`src/rtl/fwd_pkg.sv`:
```
// fwd_pkg: slot entry type, select-width helper and select encoding for the forwarding unit
package fwd_pkg;
   localparam int MAX_AW = 8;
   localparam int SEL_RF = 0;
   typedef struct packed {
      logic              valid;
      logic              rw;
      logic              is_load;
      logic [MAX_AW-1:0] rd;
   } slot_t;
   function automatic int sel_w(input int depth);
      return $clog2(depth + 1);
   endfunction
endpackage

```
`src/rtl/fwd_match.sv`:
```
// fwd_match: youngest in-flight producer of one operand plus its load-use hazard (ZERO_REG_EN: r0 never matches)
module fwd_match
   import fwd_pkg::*;
#(
   parameter int REG_AW     = 4,
   parameter int FWD_DEPTH  = 2,
   parameter int LOAD_STAGE = 2,
   parameter int SELW       = sel_w(FWD_DEPTH)
) (
   input  logic                i_ex_valid,
   input  logic [REG_AW-1:0]   i_rs,
   input  slot_t [FWD_DEPTH:1] i_slots,
   output logic [SELW-1:0]     o_sel,
   output logic                o_load_hazard
);
`ifdef ZERO_REG_EN
   localparam bit ZERO_REG = 1'b1;
`else
   localparam bit ZERO_REG = 1'b0;
`endif
   logic w_rs_zero;
   assign w_rs_zero = ZERO_REG & (i_rs == '0);
   // scan oldest to youngest so the youngest matching slot has the final say
   always_comb begin
      o_sel = SELW'(SEL_RF);
      o_load_hazard = 1'b0;
      for (int k = FWD_DEPTH; k >= 1; k--)
         if (i_ex_valid & i_slots[k].valid & i_slots[k].rw & ~w_rs_zero & (i_slots[k].rd == MAX_AW'(i_rs))) begin
            o_sel = SELW'(k);
            o_load_hazard = i_slots[k].is_load & (k < LOAD_STAGE);
         end
   end
endmodule

```
`src/rtl/fwd_hazard_unit.sv`:
```
// fwd_hazard_unit: operand bypass selects, load-use stall and saturating stall counter (ZERO_REG_EN: r0 hardwired zero)
module fwd_hazard_unit
   import fwd_pkg::*;
#(
   parameter int  REG_AW     = 4,
   parameter int  NUM_SRC    = 2,
   parameter int  FWD_DEPTH  = 2,
   parameter int  LOAD_STAGE = 2,
   parameter int  CNT_W      = 16,
   localparam int SELW       = sel_w(FWD_DEPTH)
) (
   input  logic                      clk,
   input  logic                      rst_n,
   input  logic                      i_ex_valid,
   input  logic [NUM_SRC*REG_AW-1:0] i_ex_rs,
   input  logic [REG_AW-1:0]         i_ex_rd,
   input  logic                      i_ex_rw,
   input  logic                      i_ex_is_load,
   input  logic                      i_flush,
   output logic [NUM_SRC*SELW-1:0]   o_fwd_sel,
   output logic                      o_stall,
   output logic [CNT_W-1:0]          o_stall_cnt
);
   slot_t [FWD_DEPTH:1] r_slots;
   logic [CNT_W-1:0]    r_stall_cnt;
   logic [NUM_SRC-1:0]  w_haz;
   logic                w_issue;
   slot_t               w_entry;
   genvar s;
   for (s = 0; s < NUM_SRC; s++) begin : g_src
      fwd_match #(
         .REG_AW    (REG_AW),
         .FWD_DEPTH (FWD_DEPTH),
         .LOAD_STAGE(LOAD_STAGE),
         .SELW      (SELW)
      ) u_match (
         .i_ex_valid   (i_ex_valid),
         .i_rs         (i_ex_rs[s*REG_AW +: REG_AW]),
         .i_slots      (r_slots),
         .o_sel        (o_fwd_sel[s*SELW +: SELW]),
         .o_load_hazard(w_haz[s])
      );
   end
   assign o_stall     = i_ex_valid & ~i_flush & (|w_haz);
   assign w_issue     = i_ex_valid & ~i_flush & ~o_stall;
   assign w_entry     = '{valid: w_issue, rw: i_ex_rw, is_load: i_ex_is_load, rd: MAX_AW'(i_ex_rd)};
   assign o_stall_cnt = r_stall_cnt;
   // older slots always advance; slot1 takes the EX instruction only when it actually leaves EX
   always_ff @(posedge clk) begin
      if (!rst_n) begin
         r_slots <= '0;
      end else begin
         r_slots[1] <= w_entry;
         for (int k = 2; k <= FWD_DEPTH; k++)
            r_slots[k] <= r_slots[k-1];
      end
   end
   // count stalled cycles, sticking at the all-ones value
   always_ff @(posedge clk) begin
      if (!rst_n)
         r_stall_cnt <= '0;
      else if (o_stall && r_stall_cnt != '1)
         r_stall_cnt <= r_stall_cnt + 1'b1;
   end
endmodule

```
`config.mk`:
```
export PLATFORM = sky130hd
export DESIGN_NAME = fwd_hazard_unit
export DESIGN_NICKNAME = d
export VERILOG_FILES = /design/src/rtl/fwd_pkg.sv /design/src/rtl/fwd_match.sv /design/src/rtl/fwd_hazard_unit.sv
export SDC_FILE = /design/constraint.sdc
export NUM_CORES = 1
export LEC_CHECK = 0
export BUFFER_PORTS_ARGS = -buffer_cell sky130_fd_sc_hd__buf_2
export CAP_MARGIN = 20
export CORE_MARGIN = 4
export CORE_UTILIZATION = 40
export DETAILED_ROUTE_END_ITERATION = 12
export SLEW_MARGIN = 0
export SYNTH_ARGS = -nofsm -noshare
export SYNTH_HDL_FRONTEND = slang
export SYNTH_SLANG_ARGS = --single-unit
```
`constraint.sdc`:
```
create_clock -name clk -period 5.3 [get_ports clk]
set_input_delay 0.53 -clock clk [delete_from_list [all_inputs] [get_ports clk]]
set_output_delay 0.53 -clock clk [all_outputs]
set_load 0.02 [all_outputs]
```
Word level (Yosys, flattened, before mapping)
Index checks and enable logic that the tools add are counted.
{"block": "op_classes", "n_addsub": 1, "n_mul": 0, "n_div": 0, "order_cmp": 0, "n_eq_ne": 5, "shift": 0, "mux": 6, "bitwise": 13, "reduce_logical": 2}
{"cell": "8-bit by 4-bit == test with 1-bit output", "count": 4}
{"cell": "16-bit by 1-bit adder with 16-bit output (second input constant)", "count": 1}
{"cell": "16-bit != test (second input constant)", "count": 1}
{"cell": "1-bit AND", "count": 11}
{"cell": "2-bit 2-to-1 mux", "count": 4}
{"cell": "1-bit 2-to-1 mux", "count": 2}
{"cell": "1-bit NOT", "count": 2}
{"cell": "2-bit OR reduction", "count": 1}
{"cell": "1-bit logical AND", "count": 1}
{"block": "totals", "ff_bits": 37, "latch_bits": 0, "ramBits": 0, "romBits": 0, "in_bits": 18, "output_inout_bits": 21, "elab_cells": 36, "mem_count": 0}

Depth between registers and ports, before layout
{"block": "logic_depth", "depth_word": 8, "depth_mapped": 7, "ltp_nobuf": 6}

Cells and area by module
Synthesis repeated with hierarchy kept, for this count alone.
{"block": "unflattened", "hier_cells": 165, "area_unflattened_um2": 1478.9}
{"module": "fwd_hazard_unit", "instances": 1, "cells_per_inst": 129, "area_per_inst_um2": 1188.6, "seq_area_each_um2": 600.6}
{"module": "fwd_match", "instances": 2, "cells_per_inst": 18, "area_per_inst_um2": 145.1, "seq_area_each_um2": 0.0}

Least setup slack after synthesis
No wires, ideal clock.
{"block": "synth_timing", "path_type": "input -> output", "startpoint": "input i_ex_rs[6]", "endpoint": "output o_stall", "arrival_ns": 1.630, "t_required_ns": 4.770, "setup_slack_ns": 3.140, "cell_stages": 6, "n_path_buf": 2, "path_cell_list": "xnor2_1 > nand4_1 > a21o_1 > clkbuf_1 > clkbuf_1 > inv_1"}
{"block": "synth_via", "elab_chain_cells": 5}
{"item": "from (decl)", "line_no": "fwd_hazard_unit.sv:15", "rtl": "input logic [NUM_SRC*REG_AW-1:0] i_ex_rs,"}
{"item": "8-bit by 4-bit == test with 1-bit output", "line_no": "fwd_match.sv:28", "rtl": "if (i_ex_valid & i_slots[k].valid & i_slots[k].rw & ~w_rs_zero & (i_slots[k].rd == MAX_AW'(i_rs))) begin"}
{"item": "1-bit AND", "line_no": "fwd_match.sv:28"}
{"item": "1-bit 2-to-1 mux", "line_no": "fwd_match.sv:28"}
{"item": "2-bit OR reduction", "line_no": "fwd_hazard_unit.sv:44", "rtl": "assign o_stall = i_ex_valid & ~i_flush & (|w_haz);"}
{"item": "1-bit AND", "line_no": "fwd_hazard_unit.sv:44"}
{"item": "to (decl)", "line_no": "fwd_hazard_unit.sv:21", "rtl": "output logic o_stall,"}
No other way between the ends.

Worst setup path in the final report
{"block": "layout_timing", "startpoint": "register r_slots[3] (netlist name)", "endpoint": "output o_stall"}
{"block": "layout_via", "elab_chain_cells": 5, "elab_cells_between_ends": 8, "cone_classes": "eq/ne (2); mux (2); bitwise (3); reduce/logical (1)"}
{"item": "from (decl)", "line_no": "fwd_hazard_unit.sv:24", "rtl": "slot_t [FWD_DEPTH:1] r_slots;"}
{"item": "from (signal, indexed assignment)", "line_no": "fwd_hazard_unit.sv:55", "rtl": "r_slots[k] <= r_slots[k-1];"}
{"item": "8-bit by 4-bit == test with 1-bit output", "line_no": "fwd_match.sv:28"}
{"item": "1-bit AND", "line_no": "fwd_match.sv:28"}
{"item": "1-bit 2-to-1 mux", "line_no": "fwd_match.sv:28"}
{"item": "2-bit OR reduction (*)", "line_no": "fwd_hazard_unit.sv:44"}
{"item": "1-bit AND (*)", "line_no": "fwd_hazard_unit.sv:44"}
Mark *: on every way between the ends. The rest lies on a longest branch, timed or not.

==> summary by stage <==
Synth
The count of different cell masters after synthesis is 40. Yosys attributes the largest share of cell area to sky130_fd_sc_hd__dfxtp_1 41%, sky130_fd_sc_hd__xnor2_1 9.8%, sky130_fd_sc_hd__and2_1 5.3%, sky130_fd_sc_hd__o31ai_1 3.7%, sky130_fd_sc_hd__nand2_1 3.4%. After synthesis, the share of flip-flops with an asynchronous set or reset is 0%. Synthesis produced a netlist with a net count of 179. The number of synthesis warnings is 0. The average footprint of a synthesized cell is between 8 and 9 um2.

The register area share after synthesis is 40.8%. Synthesis handed over a netlist of 160 instances. In this run the biggest area consumer among cell types represents 40.8% of the synthesized area. Summing every instance area after synthesis gives 1420 um2. The biggest area contributor in the post-synthesis netlist is sky130_fd_sc_hd__dfxtp_1.

After synthesis the netlist holds a flip-flop and latch count of 29. The most used flip-flop cell after synthesis is sky130_fd_sc_hd__dfxtp_1. Counting flops with a built-in enable in the synthesized netlist gives 0.

Power
The worst voltage drop across the vdd grid is 0.138 mV. The areal power density over the cells is 238 nW/um2. The power share of the clock group is around 38%.

Of the total power, the share spent switching nets is 23.5%. The net switching power is 96.3 uW. The part of the total power dissipated in combinational logic is 7.0%. The register share of total power is 55.1%. The static power due to leakage is between 0.0006 and 0.0007 uW.

The total power of the final layout is 411 uW. The internal portion of the total power is 314 uW.

Global routing
The number of global-route vias before repair was 1203. The number of antenna violations at the first check in global routing is 0. For this run the aggregate overflow at the end of global routing stands at 0.

Global routing used between 10% and 20% of the available tracks. The first global-routing pass estimated 5590 um of wire. The maximum number of pins on one net before global-route repair is 26.

Critical path
The biggest fanout along the worst timing path is 22. The critical path capture point type is an output pin. STA puts the critical path data required time at 4.77 ns. STA classifies the critical path startpoint as a register. By startpoint and endpoint, the worst setup path is classified as register to output pin. The data arrival time of the critical path is 1.83 ns.

Outcome
The flow ran to the end, and the final reports show no timing, DRC or antenna violations.

Cells and area
The net count of the finished layout is 220. The number of antenna diodes is 0. Cells fill 50.9% of the core in the end. The library cells used most frequently in the layout, excluding fill and tap cells, are 38 x sky130_fd_sc_hd__buf_2, 29 x sky130_fd_sc_hd__dfxtp_1, 16 x sky130_fd_sc_hd__xnor2_1, 13 x sky130_fd_sc_hd__nand2_1, 12 x sky130_fd_sc_hd__and2_1. The footprint of the multi-input gates is 817 um2. The register area is 581 um2. After filler insertion, the fill cell instance count of the layout stands at roughly 340. The total non-filler cell area in the finished layout is 1730 um2. Of the cells placed in the final design, the portion with a size suffix greater than 1 is 27.2%. The library cell used most frequently in the layout, excluding fill and tap cells, is sky130_fd_sc_hd__buf_2. The area growth from synthesis to layout is 21.3%.

CTS
The source-to-sink clock delay at the later pin of the worst-skew pair is 0.33 ns. The number of buffers on the longest clock path is 2. In this run, CTS created clock tree buffers numbering 5. The number of instances resized during post-cts repair is 0. The cell sitting at the root of the clock tree is a sky130_fd_sc_hd__clkbuf_4. TritonCTS built the clock tree. The clock slew at the register clock pins of the worst setup and hold paths is 0.10 ns. The clock net in this run drives a total of 29 sinks.

After clock tree synthesis, the setup repair step added 0 buffers. The CTS H-tree depth is 2. Hold repair after CTS inserted 0 buffers.

STA
The shortest clock period the worst path allows after layout is 2.36 ns. Based on the critical path, the design can be clocked at up to 0.424 GHz. The relative max-transition margin is 59.3%. The hold violation total from the final report is 0.

The setup-violating endpoint count in the final report is 0. In the final timing run, aggregate negative setup slack is 0 ns. After layout, the worst path uses 44.5% of the clock period.

The hold slack is 0.393 ns. The number of max-slew violations in the final report is 0. For the final database, setup skew stands at between 0.008 and 0.009 ns. Setup repair after global routing left no endpoint under its margin. For the pin with the worst max-slew slack, the measured transition is 0.611 ns.

Floorplanning
The region available for standard cell placement spans 3390 um2. The horizontal die dimension is 67.7 um. The floorplan has 21 rows. The die boundary height is 67.7 um.

The effective utilization at floorplan is approximately 42%. The count of pins on the block boundary is 39. The die outline area is 4580 um2.

Place
The global placement routability congestion is 0.774. The number of buffers inserted by port buffering is 38. In this run the cell area measured after placement is between 1500 and 2000 um2. The HPWL after detailed placement is ~2600 um.

Route
The post-detailed-routing wire length is 3490 um. The residual DRC count is 0. The count of nets left with antenna violations once routing finished came out at 0. The routed length per placed instance is 14.1 um. The iteration count of the initial detailed-routing pass is 4.

The detailed-route vias per instance is between 5 and 6. After the first detailed-routing iteration, the DRC count stood at 68. For this block, the via count after detailed routing is 1370.

Min path
The path class of the lowest-slack min-delay path is input port to register.

Run
Max-cap violations in this run came to 0.
==> area by class of cell <==
type                       count  area share [%]
clock buffer                   7            3.77
clock inverter                 1           0.290
inverter                       3           0.652
multi-input combinational    124            47.3
sequential                    29            33.6
tap                           46            3.33
timing repair buffer          38            11.0
==> power groups by stage <==
stage / logic, uW / clock network, uW / registers (uW)
after floorplan: 17.4 / 0 / 230
after global placement: 28.3 / 0 / 231
after detailed placement: 29.2 / 0 / 231
after CTS: 29.3 / 160 / 226
after global routing: 31.6 / 169 / 227
final: 28.9 / 156 / 226
==> metrics by stage <==
step | cells | worst slack [ns]
final | 248 | 2.94
after global routing | 248 | 2.79
after CTS | 248 | 2.92
after detailed placement | 240 | 2.98
after global placement | 240 | 3.06
after floorplan | 160 | 3.14
==> final timing paths <==
path	slack, ns	depth (start not counted)	endpoint	startpoint
worst max-delay path	2.94	5	o_stall	r_slots[3]$_SDFF_PN0_
worst min-delay path	0.39	2	r_slots[9]$_SDFF_PN0_	i_ex_rw
worst max register to register	3.22	4	o_stall_cnt[12]$_SDFFE_PN0P_	o_stall_cnt[2]$_SDFFE_PN0P_
worst min register to register	0.50	1	r_slots[20]$_SDFF_PN0_	r_slots[9]$_SDFF_PN0_
==> cell usage after synthesis (all sizes together), types with 3 or more instances <==
master,n
o211ai,4
o31ai,7
nand4,8
nand2,13
dfxtp,29
xnor2,16
or4,6
nor2,7
o21ai,6
or3,5
and2,14
a21oi,8
clkbuf,3
nand3,7
==> per-layer routing <==
metal	share of wire [%]	global-route usage, %	vias to the layer above
met5	0	0	-
met4	1.4	6.84	0
met3	7.6	4.49	10
met2	45	25.0	45
met1	46	21.7	648
li1	-	-	667
==> flip-flops by register name, summed over array words and instances, names as in the netlist <==
signal       count
r_slots         13
o_stall_cnt     16
==> logic make-up after synthesis <==
| logic type | Yosys count | synth area share, % |
|---|---|---|
| compound gates | 33 | 15.4 |
| xor+xnor | 16 | 9.84 |
| fa+ha+maj | 1 | 0.879 |
| buf+inv | 7 | 1.84 |
| flops | 29 | 40.8 |
| mux | 2 | 1.41 |
| simple gates | 72 | 29.9 |
==> worst max-delay path: stages (launching register included) <==
cell,delay [ns]
sky130_fd_sc_hd__dfxtp_1,0.40
sky130_fd_sc_hd__xnor2_1,0.14
sky130_fd_sc_hd__nand4_1,0.24
sky130_fd_sc_hd__a21o_1,0.45
sky130_fd_sc_hd__inv_1,0.11
sky130_fd_sc_hd__buf_2,0.16
No activity file was read; power rests on OpenSTA's default activity.
